### config.mk
export PLATFORM = sky130hd
export DESIGN_NAME = mem_bus_arbiter
export DESIGN_NICKNAME = d
export VERILOG_FILES = /design/src/rtl/mem_arb_pkg.sv /design/src/rtl/mem_arb_pick.sv /design/src/rtl/mem_bus_arbiter.sv
export SDC_FILE = /design/constraint.sdc
export NUM_CORES = 1
export LEC_CHECK = 0
export ABC_CLOCK_PERIOD_IN_PS = 2300
export BUFFER_PORTS_ARGS = -buffer_cell sky130_fd_sc_hd__buf_2
export CAP_MARGIN = 30
export CORE_MARGIN = 5
export CORE_UTILIZATION = 45
export CTS_CLUSTER_SIZE = 16
export DETAILED_ROUTE_END_ITERATION = 12
export PLACE_DENSITY = 0.86
export SLEW_MARGIN = 20
export SYNTH_ARGS = -nofsm -noshare
export SYNTH_HDL_FRONTEND = slang
export SYNTH_SLANG_ARGS = --single-unit
### constraint.sdc
create_clock -name Clk -period 2.3 [get_ports Clk]
set_input_delay 0.69 -clock Clk [delete_from_list [all_inputs] [get_ports Clk]]
set_output_delay 0.69 -clock Clk [all_outputs]
set_load 0.005 [all_outputs]
### src/rtl/mem_arb_pkg.sv
// Shared types and constants for the external RAM bus arbiter.
// Build option: MEMARB_RR_EN selects round-robin arbitration on contention;
// without it the data port always wins over instruction fetch.
package mem_arb_pkg;

    // Width of the wait-state down-counter; WAIT_STATES must fit in it.
    localparam int WAIT_CNT_W = 4;

    typedef enum logic [1:0] {
        IDLE    = 2'd0,
        ACCESS  = 2'd1,
        RECOVER = 2'd2
    } state_e;

    typedef enum logic {
        GNT_IF = 1'b0,
        GNT_D  = 1'b1
    } grant_e;

    // Counter load value for an access; the strobe stays low for this many
    // extra cycles beyond the first.
    function automatic logic [WAIT_CNT_W-1:0] wait_load(input int unsigned ws);
        return ws[WAIT_CNT_W-1:0];
    endfunction

endpackage

### src/rtl/mem_arb_pick.sv
// Combinational grant selection between the fetch port and the data port.
// Build option: MEMARB_RR_EN turns on round-robin on contention using the
// last granted port; otherwise data has fixed priority over fetch.
module mem_arb_pick
    import mem_arb_pkg::*;
(
    input  logic   if_req,
    input  logic   d_req,
`ifdef MEMARB_RR_EN
    input  grant_e last_grant,
`endif
    output grant_e grant,
    output logic   valid
);

    // Pick the winner among the active requests.
    always_comb begin
        valid = if_req | d_req;
`ifdef MEMARB_RR_EN
        if (if_req && d_req) begin
            grant = (last_grant == GNT_D) ? GNT_IF : GNT_D;
        end else if (d_req) begin
            grant = GNT_D;
        end else begin
            grant = GNT_IF;
        end
`else
        // Data is the older instruction in the pipeline; serving it first
        // prevents the memory stage from blocking the fetch it depends on.
        grant = d_req ? GNT_D : GNT_IF;
`endif
    end

endmodule

### src/rtl/mem_bus_arbiter.sv
// Shares the external RAM bus between instruction fetch and the data port.
// Each access: IDLE (arbitrate, latch) -> ACCESS (strobe low for
// WAIT_STATES+1 cycles) -> RECOVER (strobes high, Ready pulse) -> IDLE.
// Build option: MEMARB_RR_EN enables round-robin arbitration and the
// last-grant register; by default data has fixed priority.
//
//   state   | meaning
//   --------+-----------------------------------------------------------
//   IDLE    | bus quiet; requests sampled, winner's address/data latched
//   ACCESS  | strobe low; counter runs down, read data captured at zero
//   RECOVER | strobes high, write data still driven; Ready to the winner
module mem_bus_arbiter
    import mem_arb_pkg::*;
#(
    parameter int ADDR_W      = 32,
    parameter int DATA_W      = 32,
    parameter int WAIT_STATES = 1
) (
    input  logic              Clk,
    input  logic              Reset,
    input  logic              IfReq,
    input  logic [ADDR_W-1:0] IfAddr,
    output logic [DATA_W-1:0] IfRdata,
    output logic              IfReady,
    input  logic              DReq,
    input  logic              DWe,
    input  logic [ADDR_W-1:0] DAddr,
    input  logic [DATA_W-1:0] DWdata,
    output logic [DATA_W-1:0] DRdata,
    output logic              DReady,
    output logic [ADDR_W-1:0] RamAddr,
    output logic [DATA_W-1:0] RamWdata,
    output logic              RamDataOe,
    input  logic [DATA_W-1:0] RamRdata,
    output logic              ReadRAM_n,
    output logic              WriteRAM_n
);

    localparam logic [WAIT_CNT_W-1:0] WS_LOAD = wait_load(WAIT_STATES);

    state_e                state_q,     state_d;
    logic [WAIT_CNT_W-1:0] cnt_q,       cnt_d;
    grant_e                gnt_q,       gnt_d;
    logic                  we_q,        we_d;
    logic [ADDR_W-1:0]     ram_addr_q,  ram_addr_d;
    logic [DATA_W-1:0]     ram_wdata_q, ram_wdata_d;
    logic                  rd_n_q,      rd_n_d;
    logic                  wr_n_q,      wr_n_d;
    logic                  oe_q,        oe_d;
    logic                  if_ready_q,  if_ready_d;
    logic                  d_ready_q,   d_ready_d;
    logic [DATA_W-1:0]     if_rdata_q,  if_rdata_d;
    logic [DATA_W-1:0]     d_rdata_q,   d_rdata_d;
`ifdef MEMARB_RR_EN
    grant_e                last_gnt_q,  last_gnt_d;
`endif

    grant_e pick_gnt;
    logic   pick_valid;

    mem_arb_pick u_pick (
        .if_req     (IfReq),
        .d_req      (DReq),
`ifdef MEMARB_RR_EN
        .last_grant (last_gnt_q),
`endif
        .grant      (pick_gnt),
        .valid      (pick_valid)
    );

    // Next-state and next-output computation for the access sequencer.
    always_comb begin
        state_d     = state_q;
        cnt_d       = cnt_q;
        gnt_d       = gnt_q;
        we_d        = we_q;
        ram_addr_d  = ram_addr_q;
        ram_wdata_d = ram_wdata_q;
        rd_n_d      = rd_n_q;
        wr_n_d      = wr_n_q;
        oe_d        = oe_q;
        if_ready_d  = 1'b0;
        d_ready_d   = 1'b0;
        if_rdata_d  = if_rdata_q;
        d_rdata_d   = d_rdata_q;
`ifdef MEMARB_RR_EN
        last_gnt_d  = last_gnt_q;
`endif

        case (state_q)
            IDLE: begin
                rd_n_d = 1'b1;
                wr_n_d = 1'b1;
                oe_d   = 1'b0;
                if (pick_valid) begin
                    gnt_d   = pick_gnt;
                    cnt_d   = WS_LOAD;
                    state_d = ACCESS;
`ifdef MEMARB_RR_EN
                    last_gnt_d = pick_gnt;
`endif
                    if (pick_gnt == GNT_D) begin
                        we_d        = DWe;
                        ram_addr_d  = DAddr;
                        ram_wdata_d = DWdata;
                    end else begin
                        we_d        = 1'b0;
                        ram_addr_d  = IfAddr;
                    end
                    // Strobes are registered so they leave the flop cleanly
                    // on the edge that enters ACCESS.
                    if ((pick_gnt == GNT_D) && DWe) begin
                        wr_n_d = 1'b0;
                        oe_d   = 1'b1;
                    end else begin
                        rd_n_d = 1'b0;
                    end
                end
            end

            ACCESS: begin
                if (cnt_q == '0) begin
                    state_d = RECOVER;
                    rd_n_d  = 1'b1;
                    wr_n_d  = 1'b1;
                    // Output enable is left as is so write data is held
                    // through the strobe's rising edge.
                    if (!we_q) begin
                        if (gnt_q == GNT_D) begin
                            d_rdata_d = RamRdata;
                        end else begin
                            if_rdata_d = RamRdata;
                        end
                    end
                    if (gnt_q == GNT_D) begin
                        d_ready_d = 1'b1;
                    end else begin
                        if_ready_d = 1'b1;
                    end
                end else begin
                    cnt_d = cnt_q - 1'b1;
                end
            end

            RECOVER: begin
                state_d = IDLE;
                rd_n_d  = 1'b1;
                wr_n_d  = 1'b1;
                oe_d    = 1'b0;
            end

            default: begin
                state_d = IDLE;
                rd_n_d  = 1'b1;
                wr_n_d  = 1'b1;
                oe_d    = 1'b0;
            end
        endcase
    end

    // Register all sequencer state and bus outputs; reset aborts any access.
    always_ff @(posedge Clk) begin
        if (Reset) begin
            state_q     <= IDLE;
            cnt_q       <= '0;
            gnt_q       <= GNT_D;
            we_q        <= 1'b0;
            ram_addr_q  <= '0;
            ram_wdata_q <= '0;
            rd_n_q      <= 1'b1;
            wr_n_q      <= 1'b1;
            oe_q        <= 1'b0;
            if_ready_q  <= 1'b0;
            d_ready_q   <= 1'b0;
            if_rdata_q  <= '0;
            d_rdata_q   <= '0;
`ifdef MEMARB_RR_EN
            last_gnt_q  <= GNT_D;
`endif
        end else begin
            state_q     <= state_d;
            cnt_q       <= cnt_d;
            gnt_q       <= gnt_d;
            we_q        <= we_d;
            ram_addr_q  <= ram_addr_d;
            ram_wdata_q <= ram_wdata_d;
            rd_n_q      <= rd_n_d;
            wr_n_q      <= wr_n_d;
            oe_q        <= oe_d;
            if_ready_q  <= if_ready_d;
            d_ready_q   <= d_ready_d;
            if_rdata_q  <= if_rdata_d;
            d_rdata_q   <= d_rdata_d;
`ifdef MEMARB_RR_EN
            last_gnt_q  <= last_gnt_d;
`endif
        end
    end

    assign IfRdata    = if_rdata_q;
    assign IfReady    = if_ready_q;
    assign DRdata     = d_rdata_q;
    assign DReady     = d_ready_q;
    assign RamAddr    = ram_addr_q;
    assign RamWdata   = ram_wdata_q;
    assign RamDataOe  = oe_q;
    assign ReadRAM_n  = rd_n_q;
    assign WriteRAM_n = wr_n_q;

endmodule

==> run summary <==
Net Count, Synth = 776
Core Rows = 40
#FFs+latches synth = 141
PostCTS Resize Cnt = 0
Post-CTS Setup Inserts = 0
Drt total wl = 16560 um
Pre-CTS WS = 0.3686 ns
Combined area of the multi-input logic cells = 2459 um^2
IO Count = 266
Clock-pin slew on the worst setup and hold paths = 0.05 ns
Nets = 1010
WS Path Type = flip-flop to flip-flop
Max Clock Skew = 0.007149 ns
Core area = 12110 um^2
Reg2reg end = IfRdata[28]$_SDFFE_PP0P_
Worst setup SP type = flip-flop
CTS Root Cell = clkbuf_16
Via count = 5621
Psw = 0.001728 W
Critical Path Fanout Max = 60
Cts hold-fix bufs = 0
Register area share after synthesis = 50.37%
Global route total overflow = 0
EDFF count, synth = 0
Initial antenna violation count = 1
Mapped Avg Cell Area = 8.743 um^2
Period minus WS final = 1.894 ns
Pwr/cell area = 834.0 nW/um^2
Top sig layer = met5
Relative slew slack = 55.18%
Worst Hold Path EP = RamWdata[11]$_SDFFE_PP0P_
Switching fraction of total power = 27.76%
Met2 wire length = 8206 um
Setup TNS = 0 ns
Flop2flop setup slack = 0.41 ns
Tcrit/Tclk final = 82.35%
Mapped Cells = 641
RSZ-0062 raised after global routing = false
Fraction of registers with async set/reset = 0%
CP required = 2.64 ns
CP delay by family, top = simple AND/OR/NAND/NOR gates
Port bufs = 265
DRT Pass-1 Iters = 7
Initial Utilization = 46.27%
Slowest Stage Delay on Critical Path = 0.67 ns
Final hold viol count = 0
Max Fclk = 0.5280 GHz
H-tree Lvls = 4
Chip height = 121.6 um
Status = completed
Die ar. = 14790 um^2
R2R Path Start = cnt_q[0]$_SDFFE_PP0P_
Gate power share = 18.6%
Pint = 0.004496 W
CTS Buffer Depth = 2
Crit path from = cnt_q[0]$_SDFFE_PP0P_
Reg2Reg Depth = 6
CP max stage cell = or3b_4
Routed length on met1 = 6404 um
Fin. max-slew vios = 0
Clock power share = 37.1%
PnR worst setup slack = 0.4060 ns
Crit-path cells = inv_1 > ha_1 > or3b_4 > buf_4 > o21ai_1 > a21oi_1
Met3 wire length = 1219 um
First-pass GRT wire length = 25610 um
Sequential power share = 44.3%
HP Start = RamWdata[11]$_SDFFE_PP0P_
Storage cell area = 2823 um^2
Arrival time at the worst endpoint = 2.23 ns
Fin Hold WS = 0.4482 ns
Worst skew pair latency = 0.41 ns
Routed vias/inst = 5.353
DRC = 0
Largest net degree at the start of global routing = 61
Final setup violation count = 0
Hold path cells = 2
Die width = 121.6 um
Worst path buffer plus inverter count = 2
DRT iter0 DRCs = 402
Total CTS buffers = 17
Area Growth Syn to Fin = 33.15%
Max IR drop VDD = 514.1 uV
Max-cap violations = 0
Crit. End Element = flip-flop
LEAKAGE = 3.361 nW
Final GP Congestion = 0.7990
YS warnings = 0
HP Class = flip-flop to flip-flop
Primary FF master, synth = dfxtp_1
HPWL Detailed = 11610 um
Antenna Nets Post-Route = 0
Syn Std Cell Area = 5604 um^2
Clock Sinks = 141
Worst-Margin Slew = 0.6723 ns
Layout cells sized above 1 = 35.49%
GRT Total Usage = 21.52%
WL/cell = 15.78 um
Vias in the first global route = 5309
Ant diodes = 0
Yosys cell types = 39
Layout fillers = 1095
CTS tree = built
-- how the worst max path moves through the flow --
stage | endpoint | slack [ns] | cells after the start
finish | IfRdata[28]$_SDFFE_PP0P_ | 0.41 | 6
global route | cnt_q[0]$_SDFFE_PP0P_ | 0.23 | 5
CTS | IfRdata[28]$_SDFFE_PP0P_ | 0.41 | 6
detailed placement | RamAddr[17]$_SDFFE_PP0P_ | 0.37 | 5
global placement | RamAddr[7]$_SDFFE_PP0P_ | 0.40 | 5
floorplan | RamAddr[1]$_SDFFE_PP0P_ | 0.61 | 6
-- cell families after synthesis --
| kind of cell | Yosys count | share of synthesized area [%] |
|---|---|---|
| AOI/OAI and AO/OA | 240 | 23.26 |
| buffers and inverters | 69 | 5.983 |
| and+or+nand+nor | 157 | 14.22 |
| muxes | 32 | 5.716 |
| DFF | 141 | 50.37 |
| adders and majority gates | 2 | 0.4465 |
-- layout by cell type, fill, tap and decap left out, types with 2 or more instances in the layout --
master     instances
a21oi_1          133
clkbuf_1           4
inv_1              3
clkinv_2           2
a21o_1             2
o21ai_1           35
dfxtp_1          141
o21ai_0           32
nand2_1           66
clkbuf_8           2
or3_1              3
nor2_2             2
a211oi_1          34
mux2i_1           32
nand3_1           65
nor3b_4            2
nor3_1             2
buf_2            264
buf_4             15
ha_1               2
nor2_1             2
or4_1              2
clkbuf_16         17
buf_12             2
-- stage by stage --
stage	cells	power [W]	area, um^2	util, %
after floorplan	641	0.003501	5604	-
after global placement	1024	0.003946	6977	57.60
after detailed placement	1024	0.003963	6977	57.60
after CTS	1050	0.006276	7462	61.61
after global routing	1050	0.006519	7462	61.61
final	1050	0.006224	7462	61.61
-- flip-flops by register name, summed over array words and instances (netlist names) --
name,count
state_q,2
gnt_q,1
RamDataOe,1
we_q,1
WriteRAM_n,1
RamAddr,32
DRdata,32
ReadRAM_n,1
IfRdata,32
DReady,1
RamWdata,32
cnt_q,4
IfReady,1
-- worst register-to-register path, delay by kind of cell (launching register included) --
family,cells,cell delay [ns]
AOI/OAI and AO/OA,2,0.23
buffers and inverters,2,0.38
adders and majority gates,1,0.22
DFF,1,0.33
and+or+nand+nor,1,0.67
-- metal layers --
metal,GRT usage [%],up-vias
met5,0,-
met3,6.500,59
li1,-,2753
met2,35.92,226
met4,11.97,2
met1,24.58,2581
-- layout make-up --
| class | count | area share (%) |
|---|---|---|
| flip-flops and latches | 141 | 37.83 |
| multi-input cells | 431 | 32.95 |
| repair buffers | 281 | 19.75 |
| clock buffers | 23 | 6.271 |
| well taps | 168 | 2.817 |
| clock inverters | 3 | 0.2347 |
| inverters | 3 | 0.1509 |
-- power by group through the flow --
stage	combinational, W	sequential, W	clock [W]
finish	0.00116	0.00276	0.00231
floorplan	0.000700	0.00280	0
global route	0.00130	0.00278	0.00245
detailed placement	0.00116	0.00280	0
CTS	0.00117	0.00275	0.00235
global placement	0.00115	0.00280	0
-- synth_stat cells (2+ instances only) --
cell type | count | area share [%]
o21ai_1 | 35 | 3.1
a211oi_1 | 34 | 4.6
buf_2 | 31 | 2.8
nor3b_2 | 2 | 0.45
o21ai_0 | 32 | 2.9
inv_1 | 3 | 0.20
a21o_1 | 2 | 0.27
nand3_1 | 65 | 5.8
buf_4 | 4 | 0.54
nor3_1 | 2 | 0.18
clkbuf_1 | 27 | 1.8
or3_1 | 3 | 0.33
mux2i_1 | 32 | 5.7
a21oi_1 | 133 | 12
buf_6 | 3 | 0.60
ha_1 | 2 | 0.45
nor2_2 | 2 | 0.22
or4_1 | 2 | 0.27
nand2_1 | 66 | 4.4
nor2_1 | 2 | 0.13
dfxtp_1 | 141 | 50
(Power assumes the default switching activity.)
